===== src/rtl/add_seq_ctrl.sv =====
// add_seq_ctrl: CHUNKS*WIDTH-bit adder built from one shared WIDTH-bit adder,
// one slice per cycle (LSB first), with valid/ready handshakes on both sides.
module add_seq_ctrl #(
    parameter int WIDTH  = 4,
    parameter int CHUNKS = 4
) (
    input  logic                      clk,
    input  logic                      rst_n,
    input  logic                      in_valid,
    output logic                      in_ready,
    input  logic [WIDTH*CHUNKS-1:0]   a,
    input  logic [WIDTH*CHUNKS-1:0]   b,
    input  logic                      cin,
    output logic                      out_valid,
    input  logic                      out_ready,
    output logic [WIDTH*CHUNKS-1:0]   sum,
    output logic                      cout,
    output logic                      busy
);
    localparam int CW = CHUNKS > 1 ? $clog2(CHUNKS) : 1;
    localparam logic [CW-1:0] LAST = CW'(CHUNKS - 1);
    typedef enum logic [1:0] {IDLE, RUN, DONE} state_t;
    state_t state, state_d;
    logic [CW-1:0] cnt;
    logic carry, cout_r, co, last;
    logic [CHUNKS-1:0][WIDTH-1:0] a_r, b_r, sum_r;
    logic [WIDTH-1:0] s;
    // The single shared slice adder, fed by the slice selected with cnt
    assign {co, s} = {1'b0, a_r[cnt]} + {1'b0, b_r[cnt]} + {{WIDTH{1'b0}}, carry};
    assign last = cnt == LAST;
    assign in_ready = state == IDLE;
    assign out_valid = state == DONE;
    assign busy = state != IDLE;
    assign sum = sum_r;
    assign cout = cout_r;
    always_comb begin
        state_d = state;
        state_d = (state == IDLE && in_valid) ? RUN :
                  (state == RUN && last) ? DONE :
                  (state == DONE && out_ready) ? IDLE : state;
    end
    always_ff @(posedge clk or negedge rst_n) begin
        if (!rst_n) begin
            state  <= IDLE;
            cnt    <= '0;
            carry  <= 1'b0;
            cout_r <= 1'b0;
            a_r    <= '0;
            b_r    <= '0;
            sum_r  <= '0;
        end else begin
            state <= state_d;
            if (state == IDLE && in_valid) begin
                a_r   <= a;
                b_r   <= b;
                carry <= cin;
                cnt   <= '0;
            end
            if (state == RUN) begin
                sum_r[cnt] <= s;
                carry      <= co;
                cnt        <= last ? '0 : cnt + 1'b1;
                if (last) cout_r <= co;
            end
        end
    end
endmodule


===== config.mk =====
export PLATFORM = sky130hd
export DESIGN_NAME = add_seq_ctrl
export DESIGN_NICKNAME = d
export VERILOG_FILES = /design/src/rtl/add_seq_ctrl.sv
export SDC_FILE = /design/constraint.sdc
export NUM_CORES = 1
export LEC_CHECK = 0
export CAP_MARGIN = 25
export CORE_MARGIN = 2
export CORE_UTILIZATION = 48
export DETAILED_ROUTE_END_ITERATION = 10
export DONT_BUFFER_PORTS = 1
export GPL_TIMING_DRIVEN = 1
export PLACE_DENSITY = 0.75
export RECOVER_POWER = 100
export SKIP_CTS_REPAIR_TIMING = 1
export SYNTH_ARGS = -nofsm -noshare
export SYNTH_HDL_FRONTEND = slang
export SYNTH_SLANG_ARGS = --single-unit

===== constraint.sdc =====
create_clock -name clk -period 7.05 [get_ports clk]
set_input_delay 1.0575 -clock clk [delete_from_list [all_inputs] [get_ports clk]]
set_output_delay 1.0575 -clock clk [all_outputs]
set_load 0.005 [all_outputs]

After elaboration in Yosys (flattened, before gate mapping)

Cells that the tools add are included.

Register bits after elaboration: 54
Input port bits: 37
Output and inout bits: 20
Logic and storage cells: 48

Add/sub/neg operators: 3
Magnitude comparators: 2
Equality and inequality tests: 3
Muxes and demuxes: 15
Reduce and logical (&&, ||, !) cells: 9

Operators by type and width:

| kind                                                              | number |
|---|---|
| binary-select mux 4 bit (select 2 bit)                            | 2 |
| bitwise mux 16 bit                                                | 1 |
| two-way mux 2 bit                                                 | 6 |
| two-way mux 4 bit                                                 | 3 |
| demux 4 bit (select 2 bit)                                        | 1 |
| adder 4 x 4 -> 5 bit                                              | 1 |
| adder 5 x 1 -> 5 bit                                              | 1 |
| equality test 2 bit, second input constant                        | 2 |
| logical AND 1 bit                                                 | 4 |
| nonzero test 2 bit                                                | 2 |
| less-than comparator 2 x 3 -> 1 bit, second input constant        | 1 |
| nonzero test 3 bit                                                | 1 |
| adder 2 x 1 -> 2 bit, second input constant                       | 1 |
| equality test 2 x 1 -> 1 bit, second input constant               | 1 |
| greater-or-equal comparator 2 x 1 -> 1 bit, second input constant | 1 |
| logical NOT 2 bit                                                 | 1 |
| two-way mux 1 bit                                                 | 2 |
| AND reduction 2 bit                                               | 1 |

Logic depth before layout (Yosys ltp)

Gate-level depths: netlist of the first run.

Depth after elaboration: 5
Mapped depth: 9
Gate-level depth less buffers: 8

Worst setup path after synthesis of the first run

OpenSTA, ideal clock, no wires.

Path kind: register to register
Start point: register cnt[0]
End point: register sum_r (netlist bit sum[10])
Setup time: 0.132 ns
Arrival: 2.196 ns
Data required time: 6.918 ns
Slack: 4.723 ns
Stages on the path, launching flop included: 8
Path buffers: 1
Period minus slack after synthesis: 2.327 ns
Cell sequence: dfrtp_1 > buf_2 > mux4_2 > inv_1 > fa_1 > fa_1 > xor2_1 > o21ai_0

Word-level cells in the longest chain between the ends: 5
Elaborated cells on any way between the ends: 12
Those cells by class: add/sub: 2; order compare: 2; mux: 7; reduce/logical: 1

Ends and longest elaborated chain:

| what                                                                                | RTL line | source |
|---|---|---|
| start: declaration                                                                  | 24       | `logic [CW-1:0] cnt;` |
| start signal: assignment                                                            | 62       | `cnt <= last ? '0 : cnt + 1'b1;` |
| binary-select mux 4 bit (select 2 bit) (tied with other cells)                      | 29       | `assign {co, s} = {1'b0, a_r[cnt]} + {1'b0, b_r[cnt]} + {{WIDTH{1'b0}}, carry};` |
| two-way mux 4 bit (not written as such) / logical AND 1 bit (equally long branches) | 29, 60   |  |
| adder 4 x 4 -> 5 bit / two-way mux 4 bit (equally long branches)                    | 29, 60   |  |
| adder 5 x 1 -> 5 bit / demux 4 bit (select 2 bit) (equally long branches)           | 29, 60   |  |
| bitwise mux 16 bit *                                                                | 60       | `sum_r[cnt] <= s;` |
| end signal: indexed assignment                                                      | 60       |  |
| end: declaration                                                                    | 26       | `logic [CHUNKS-1:0][WIDTH-1:0] a_r, b_r, sum_r;` |

Every way passes the cells marked *; elsewhere a longest branch is shown, timed or not. The select of a mux whose other input is x is not followed.
A chain may end at the register's enable or synchronous reset.

Final worst setup path of the first run

Start point: input in_valid
End point: register a_r[9] in the netlist's numbering

Word-level cells in the longest chain between the ends: 1

Ends and longest elaborated chain:

| what                   | RTL line | source |
|---|---|---|
| start: declaration     | 9        | `input logic in_valid,` |
| logical AND 1 bit      | 53       | `if (state == IDLE && in_valid) begin` |
| end signal: assignment | 48       | `a_r <= '0;` |
| end signal: assignment | 54       | `a_r <= a;` |
| end: declaration       | 26       |  |

No other way between the ends.

==> summary by stage, run 1 <==
Drt
The final routed wire length divided by cell count is 17.00 um. The first-pass iteration count of the detailed router is 4. Summed over all layers, the routed wires come to 4164 um.

The remaining number of nets flagged by the antenna check after routing is 0. Across all layers, the routed design uses 1318 vias. After detailed routing, the number of vias per cell comes to 5.380.

The DRC marker count from the first detailed-route iteration is 57. In the routed design, unresolved DRC markers number 0.

Final layout
The utilization after layout is between 50% and 60%. The count of non-filler cells in the finished layout is about 250. The net count reported at finish is between 200 and 250. In the final layout, the share of cells above drive strength 1 is approximately 28%. The final design instance area without fill is 2544 um^2. The number of antenna diodes in the final layout is 0. The post-synthesis to final-layout area growth is 5.391%.

Global routing
The number of antenna violations at the first check in global routing was 0. After global routing the overflow that remains totals 0. Global routing used ~17% of the available tracks across all layers. The first-pass GRT wire length is between 7000 and 8000 um.

The maximum number of pins on one net before global-route repair is between 50 and 60. The via count of the first global-routing pass is 1503.

Pwr
For this design the static power due to leakage is 1.105 nW. The design draws 1.328 mW. VDD sags by at most 0.0002010 V. For this design the ratio of total power to cell area is 522.1 nW/um^2.

Place
The congestion estimate from routability-driven global placement came to 0.7709. The placement-stage cell area is between 2000 and 2500 um^2. The number of port buffers is 0. OpenSTA, run right after detailed placement, puts the worst setup slack at roughly 4.4 ns. The instance count after placement with tap cells included is 237.

The half-perimeter wire length after detailed placement is between 3000 and 4000 um.

Yosys
The share of synthesized area in the top cell type comes to between 50% and 60%. Sorting the synthesized cells by area gives the leading types as sky130_fd_sc_hd__dfrtp_1 (56%), sky130_fd_sc_hd__mux2_2 (15%), sky130_fd_sc_hd__mux4_2 (7.5%), sky130_fd_sc_hd__o21ai_0 (4.4%), sky130_fd_sc_hd__ha_1 (3.6%). After synthesis, the netlist uses 24 different library cells. By count the netlist is led by sky130_fd_sc_hd__dfrtp_1 (54), sky130_fd_sc_hd__mux2_2 (33), sky130_fd_sc_hd__o21ai_0 (21).

The fraction of registers with async set or reset after synthesis is between 90% and 100%. The Yosys step of the flow raised 0 warnings. The synthesized design contains 0 enable-type register cells. Sequential cells were found to cover between 50% and 60% of the synthesized design area. sky130_fd_sc_hd__dfrtp_1 takes more of the synthesized area than any other cell.

The leading cell type by number of instances after synthesis is sky130_fd_sc_hd__dfrtp_1. The primary flip-flop cell chosen by synthesis mapping is sky130_fd_sc_hd__dfrtp_1. The number of nets produced by synthesis is 223. The total of flip-flops plus latches after synthesis is 54. A synthesized cell averages roughly 14 um^2. The area of the mapped netlist is 2414 um^2. After technology mapping, the gate count stands at ~180.

Clock tree
The clock net sink count is between 50 and 60. In this run, CTS created clock tree buffers numbering 5. The maximum count of clock buffers along a single path is 2. The TritonCTS clock tree is built. The clock input transition at the sequential cells of the worst setup and hold paths is roughly 0.090 ns. The clock latency reported for the late side of the worst-skew pair is about 0.31 ns. The CTS H-tree depth is 2.

The cell at the root of the clock tree is sky130_fd_sc_hd__clkbuf_8.

Worst setup path
The worst setup path is of the input port to register kind. The worst flop-to-flop path startpoint is state[0]. The slowest cell on the critical path is sky130_fd_sc_hd__and2_0. STA classifies the critical path startpoint as an input port. The family with the most delay on the worst path is simple AND/OR/NAND/NOR gates.

The type of element capturing the critical path is a register. The data arrival time at the worst-slack endpoint is ~3 ns. STA puts the critical path data required time at 7.24 ns. The origin of the worst setup path is in_valid. The delay of the slowest cell on the worst path is approximately 1.5 ns. The signal on the critical path passes through and2_0, mux2_2.

The number of buffers and inverters on the critical path is 0. In this run the worst path has a maximum fanout of 35.

STA
The shortest period the worst path allows is 2.858 ns. After layout, the worst setup slack is around 4.2 ns. The worst hold slack is ~0.43 ns. On the final layout, the worst clock skew is 0.008563 ns. The final setup violation count is 0.

The maximum clock frequency is approximately 350 MHz. Setup repair after global routing left no endpoint under its margin. At the pin with the least slew margin, the transition time is 2.108 ns. The final clock period utilization by the worst path is roughly two fifths. The number of max-slew violations in the final report came to 36. The total negative slack is 0 ns. The worst pin sits at a relative slew slack of -40.62%. The final-report hold violation count came to 0.

Floorplanning
In this run the standard cell core region covers between 4000 and 5000 um^2. The area of the die is 5612 um^2. The die is 74.91 um wide. The initial utilization of the core area, before any placement, comes to approximately half. The floorplan die height is roughly 75 um. The number of rows in the core area is 25.

In this run the count of I/O pins placed on the die edge is 57.

Flow run
The number of max-capacitance violations reported is 1.

Min path
The path class of the tightest hold or removal check is input port to asynchronous set/reset pin.

Status
The checks that failed: max-capacitance violations, max-slew violations. The run finished, with violations left.
[cell usage in the layout (no fill, tap or decap), types with 3 or more instances in the layout]
master                     instances
sky130_fd_sc_hd__nand2_1          20
sky130_fd_sc_hd__dfrtp_1          54
sky130_fd_sc_hd__mux4_2            8
sky130_fd_sc_hd__nor2_1            3
sky130_fd_sc_hd__ha_1              7
sky130_fd_sc_hd__inv_1             9
sky130_fd_sc_hd__mux2_2           33
sky130_fd_sc_hd__clkbuf_8          5
sky130_fd_sc_hd__o21ai_0          21
[flip-flops by register name, indices dropped and copies added, names as in the netlist]
register and flops:
a_r 16, b_r 16, carry 1, cnt 2
cout 1, state 2, sum 16
[where the power goes]
group | total (mW) | switching (mW) | internal, mW
sequential | 0.575 | 0.115 | 0.460
clock | 0.201 | 0.0954 | 0.106
combinational | 0.552 | 0.264 | 0.288
total | 1.33 | 0.475 | 0.853
[kinds of logic (layout without fill, tap and decap cells)]
group                    Yosys count  after routing  share of synthesized area [%]
AO/OA/AOI/OAI                     26             26                          6.014
multiplexers                      41             41                          22.86
adder cells (fa/ha/maj)            9              9                          5.288
XOR/XNOR                           2              2                         0.7259
buffers and inverters             16             17                          3.836
flip-flops                        54             54                          55.99
AND/OR/NAND/NOR                   29             29                          5.288
[area by class of cell]
cell class | count | area, um^2
Multi-Input combinational cell | 107 | 964.7
Tap cell | 67 | 83.83
Sequential cell | 54 | 1351
Inverter | 9 | 33.78
Fill cell | 425 | 2242
Clock buffer | 6 | 72.57
Clock inverter | 2 | 37.54
[final timing paths]
kind | endpoint | slack [ns] | cells after the start
max in group asynchronous | a_r[15] | 6.51 | 0
hold reg to reg | a_r[11] | 0.51 | 1
hold / removal | sum[11] | 0.43 | 0
min in group clk | a_r[11] | 0.51 | 1
setup / recovery | a_r[9] | 4.19 | 2
setup reg to reg | a_r[9] | 4.20 | 3
[layer usage]
layer	GRT usage [%]	wire (um)
met5	0	0
met4	6.151	78
met3	5.756	323
met2	28.17	2116
met1	20.21	1646
Note: power is estimated with default switching activity, not from simulation.
==> run 2: changes to the inputs <==
==> constraint.sdc (replaced) <==
create_clock -name clk -period 2.75 [get_ports clk]
set_input_delay 0.4125 -clock clk [delete_from_list [all_inputs] [get_ports clk]]
set_output_delay 0.4125 -clock clk [all_outputs]
set_load 0.005 [all_outputs]
==> run 2 against run 1 <==
  * Via count grew 2.2%
  * The flow now finishes without violations
  * Combinational power grew to 2.7 times the previous value
  * Critical path depth grew 4
  * Utilization grew 1.3 points
  * Worst hold slack lost 0.24 ns
  * Clock skew shrank 0.0041 ns
==> summary by stage, run 2 (synthesis gave the netlist of run 1 again) <==
Global routing
The total routing resource utilization after global routing is 17.14% (+0.31 points). The maximum number of pins on one net before global-route repair was 55 (unchanged). The first-pass GRT wire length came to 7044 um (about the same). The remaining global-route overflow came to 0 (unchanged). The number of antenna violations at the first check in global routing came to 0 (unchanged). The via count of the first global-routing pass came to 1468 (-2.3%).

STA
The worst path in the final design needs a cycle of 2.516 ns, including I/O delays and setup. Setup repair after global routing left no endpoint under its margin. The setup skew after layout is 0.004482 ns (-0.004082 ns). The maximum clock frequency is 397.4 MHz.

The number of max-slew violations in the final report is 0 (-100%). The final setup violation count is 0 (unchanged). The final-report hold violation count was 0 (unchanged).

The transition time at the pin with the least slew margin is 1.443 ns (-0.6655 ns). The total negative slack came to 0 ns (unchanged). The final clock period utilization by the worst path is 91.51%.

The worst slew slack as a fraction of its limit is 3.828% (+44 points).

Worst setup path
The critical path required time is 2.93 ns (-4.31 ns). The startpoint class of the critical path is a register. The type of element capturing the critical path is a register. The data arrival time at the worst-slack endpoint is 2.69 ns (-0.36 ns). The start-to-end type of the worst setup path is register to register. The peak fanout along the critical path was 10 (-71%).

Final layout
The proportion of layout cells with a drive suffix above 1 was 28.42% (+0.89 points). The net count reported at finish was 228 (+2.2%). Leaving out fill and tap cells, the most frequent cell in the layout is sky130_fd_sc_hd__dfrtp_1. Relative to the synthesized area, the layout overhead comes to 7.983%.

The top cell types in the final layout, fill and taps aside, are sky130_fd_sc_hd__dfrtp_1 (54), sky130_fd_sc_hd__mux2_2 (33), sky130_fd_sc_hd__o21ai_0 (21). The antenna diode instance count is 0 (unchanged).

Status
The flow ran to the end, and the final reports show no timing, DRC or antenna violations.

Drt
The aggregate routed wire length was 4263 um (+2.4%). The detailed-route wire length on metal 1 is 1711 um (+3.9%). The routed length on met2 is 2160 um (+2.1%). The detailed-route via count was 1347 (+2.2%). The post-detailed-route via-to-cell ratio came to 5.388 (+0.16%). The final routed wire length divided by cell count was 17.05 um (+0.33%). The topmost layer with routed signal wires is met4.

The length of routed met3 wiring is 330 um (+2.2%). The remaining design rule violation count is 0 (unchanged). The first-pass iteration count of the detailed router was 5 (+1). The remaining number of nets flagged by the antenna check after routing is 0 (unchanged). The DRC marker count from the first detailed-route iteration is 65 (+14%).

Clock tree
The cell at the root of the clock tree is sky130_fd_sc_hd__clkbuf_8. The maximum count of clock buffers along a single path is 2 (unchanged). The clock net sink count was 54 (unchanged).

The number of clock buffers inserted by TritonCTS was 5 (unchanged). The clock input transition at the sequential cells of the worst setup and hold paths is 0.09 ns (about the same). The TritonCTS clock tree is built. The clock latency reported for the late side of the worst-skew pair is 0.30 ns (about the same). The CTS H-tree depth is 2 (unchanged).

Floorplanning
The floorplan die height was 74.91 um (unchanged). The horizontal die dimension is 74.91 um (unchanged). The starting utilization of the core area is 50.43% (unchanged). The standard cell core area is 4786 um^2 (unchanged). The I/O pin count was 57 (unchanged). The number of rows in the core area came to 25 (unchanged). The area of the die is 5612 um^2 (unchanged).

Pwr
The maximum vdd drop is 0.0005794 V (+190%). The reported leakage power is 1.142 nW (+3.3%). The overall power after layout is 3.561 mW (+170%). The ratio of total power to cell area is 1366 nW/um^2 (+160%).

Place
The half-perimeter wire length after detailed placement is 3250 um (+5.6%). The number of port buffers is 0 (unchanged). The global placement routability congestion is 0.7565 (-1.9%).

Flow run
The number of max-capacitance violations reported was 0 (-1).

Min path
The worst hold path belongs to the class input port to register.
## run 2: cell types whose count changed in the layout (fill, tap and decap cells not counted)
cell	delta
sky130_fd_sc_hd__clkinvlp_4	-1
sky130_fd_sc_hd__clkbuf_1	+1
sky130_fd_sc_hd__clkbuf_8	+1
sky130_fd_sc_hd__and2_1	+1
sky130_fd_sc_hd__dlygate4sd3_1	+1
sky130_fd_sc_hd__bufinv_16	+1
sky130_fd_sc_hd__and2_0	-1
sky130_fd_sc_hd__buf_4	+1
sky130_fd_sc_hd__clkbuf_2	+1
## run 2: final cells by class
type	instances	area (um^2)
clock buffer	6	82.58
clock inverter	2	60.06
fill	423	2180
inverter	9	33.78
multi-input combinational	107	964.7
sequential	54	1351
tap	67	83.83
timing repair buffer	5	30.03
## run 2: power breakdown
group,internal [mW],leakage (nW),total (mW),switching (mW)
clock network,0.388,0.0714,0.637,0.249
registers,1.18,0.659,1.45,0.273
logic,0.749,0.411,1.47,0.723
total,2.32,1.14,3.56,1.24
## run 2: stage by stage
stage	hold WS (ns)	std cells	area [um^2]	utilization, %	setup slack (ns)
2_1_floorplan	0.1169	177	2414	-	0.4226
3_3_place_gp	0.1185	240	2461	51.42	0.2836
3_5_place_dp	0.1187	240	2461	51.42	0.2289
4_1_cts	-0.2154	248	2604	54.41	0.2057
5_1_grt	0.2042	250	2606	54.46	0.01900
6_report	0.1952	250	2606	54.46	0.2336
## run 2: critical path, stage by stage (launching register included)
cell,delay (ns)
sky130_fd_sc_hd__dfrtp_1,0.54
sky130_fd_sc_hd__mux4_2,0.41
sky130_fd_sc_hd__inv_1,0.05
sky130_fd_sc_hd__fa_1,0.44
sky130_fd_sc_hd__fa_1,0.48
sky130_fd_sc_hd__xor2_1,0.32
sky130_fd_sc_hd__o21ai_0,0.15
## run 2: final timing paths
| path | start | end | slack (ns) | cells after the start |
|---|---|---|---|---|
| max | cnt[0] | sum[2] | 0.23 | 6 |
| min | out_ready | state[1] | 0.20 | 1 |
| max reg2reg | cnt[0] | sum[2] | 0.23 | 6 |
| min reg2reg | sum[14] | sum[14] | 0.51 | 2 |
| max in group asynchronous | rst_n | carry | 1.04 | 2 |
| min in group asynchronous | rst_n | a_r[1] | 0.94 | 2 |
## run 2: per-layer routing
layer / up-vias / track usage, %
li1: 625 / -
met3: 7 / 5.355
met5: - / 0
met4: 0 / 5.952
met1: 666 / 21.12
met2: 49 / 28.65
==> variant: new RTL, settings of run 1 <==
The 3 states of `state_t` get a one-hot encoding in 3 bits.
--- a/src/rtl/add_seq_ctrl.sv
+++ b/src/rtl/add_seq_ctrl.sv
@@ -21,3 +21,3 @@
     localparam logic [CW-1:0] LAST = CW'(CHUNKS - 1);
-    typedef enum logic [1:0] {IDLE, RUN, DONE} state_t;
+    typedef enum logic [2:0] {IDLE = 3'b001, RUN = 3'b010, DONE = 3'b100} state_t;
     state_t state, state_d;
Formal check against the unedited RTL: no difference found for any inputs over 10 cycles, from zero or initial values and one cycle with rst_n low; not proved beyond that.
==> variant against run 1 <==
The flow still finishes with violations (max-capacitance violations, max-slew violations); synthesized area increased by 2.3%; first-iteration DRC count decreased by 21%; routed wire length decreased by 1.4%; via count increased by 2.6%; count of clock-buffer cells in the layout decreased by 1; critical path depth increased by 4; maximum frequency increased by 6.6%; global-route usage decreased by 1.0 points; total power increased by 1.8%; sequential cell count increased by 1; worst setup slack improved by 0.18 ns; sequential share of layout area decreased by 0.72 points; final area increased by 3.3%; register-to-register slack improved by 0.17 ns; critical path type is now flop to flop.
==> variant: results (changes against run 1) <==
status = finished, violations left
failing checks = max-capacitance violations, max-slew violations
met3 wire length = 359 microns (+11%)
drt wl/cell = 16.1 microns (-5.3%)
VDD IR max = 255 uV (+27%)
register area share after synthesis = 0.558 (-0.00184)
placed standard-cell area = 0.00250 sq mm (+2.4%)
max-slew violations = 37 (+2.8%)
CP peak stage delay = 0.76 ns (-0.76 ns)
Seq power = 581 uW (+1%)
syn_nets = 230 (+3.1%)
Inst Count DP = 247 (+4.2%)
R2R cell count = 6 (+3)
Setup WS post-layout = 4.37 ns (+0.176 ns)
max_cap viols = 1 (unchanged)
WL final = 4100 microns (-1.4%)
largest net degree at the start of global routing = 56 (+1.8%)
critical path's slowest cell = dfrtp_1
Max FO, Critical Path = 13 (-63%)
top post-synthesis cells by area = dfrtp_1 55%, mux2_2 15%, mux4_2 7.3%
worst hold margin = 0.434 ns (+0.000423 ns)
Setup WS pre-CTS = 4.34 ns (-0.0626 ns)
met1 usage = 0.202 (about the same)
GPL Wtd Cong = 0.701 (-9.0%)
clk_skew = 0.00770 ns (-0.000867 ns)
Mean Syn Cell Area = 13.4 sq um (-1.6%)
Final Net Count = 230 (+3.1%)
Setup crit start = cnt[0]$_DFFE_PN0P_
all-layer global routing usage = 0.158 (-0.0104)
met2 usage = 0.251 (-0.0305)
Iter 0 DRT Violations = 45 (-21%)
via count = 1,352 (+2.6%)
Max transition margin = -0.00718 (+0.399)
DP HPWL = 3010 microns (-2.2%)
filler cell count = 449 (+5.6%)
met2 routed WL = 1950 microns (-7.7%)
sw frac = 0.347 (-0.0106)
Comb. pwr = 530 uW (-4.0%)
[variant: cell type report]
| class | instances | area [sq um] | area share |
|---|---|---|---|
| clock buffers | 5 | 68.8 | 0.0262 |
| clock inverters | 3 | 67.6 | 0.0257 |
| multi-input cells | 112 | 990 | 0.376 |
| flip-flops and latches | 55 | 1380 | 0.524 |
| well taps | 70 | 87.6 | 0.0333 |
| inverters | 10 | 37.5 | 0.0143 |
[variant: logic make-up (layout without fill, tap and decap cells)]
group / count (synthesis) / in the layout / share of synthesized area
compound gates: 27 / 27 / 0.0623
mux: 40 / 40 / 0.219
xor+xnor: 2 / 2 / 0.00710
fa+ha+maj: 9 / 9 / 0.0517
simple gates: 34 / 34 / 0.0628
buf+inv: 17 / 18 / 0.0390
flops: 55 / 55 / 0.558
[variant: critical path: cells and delay by family (launching register included)]
kind	cells	cell delay (ns)
muxes	1	0.60
adders and majority gates	1	0.35
DFF	1	0.76
xor gates and xnor gates	1	0.27
AOI/OAI and AO/OA	2	0.42
and+or+nand+nor	1	0.15
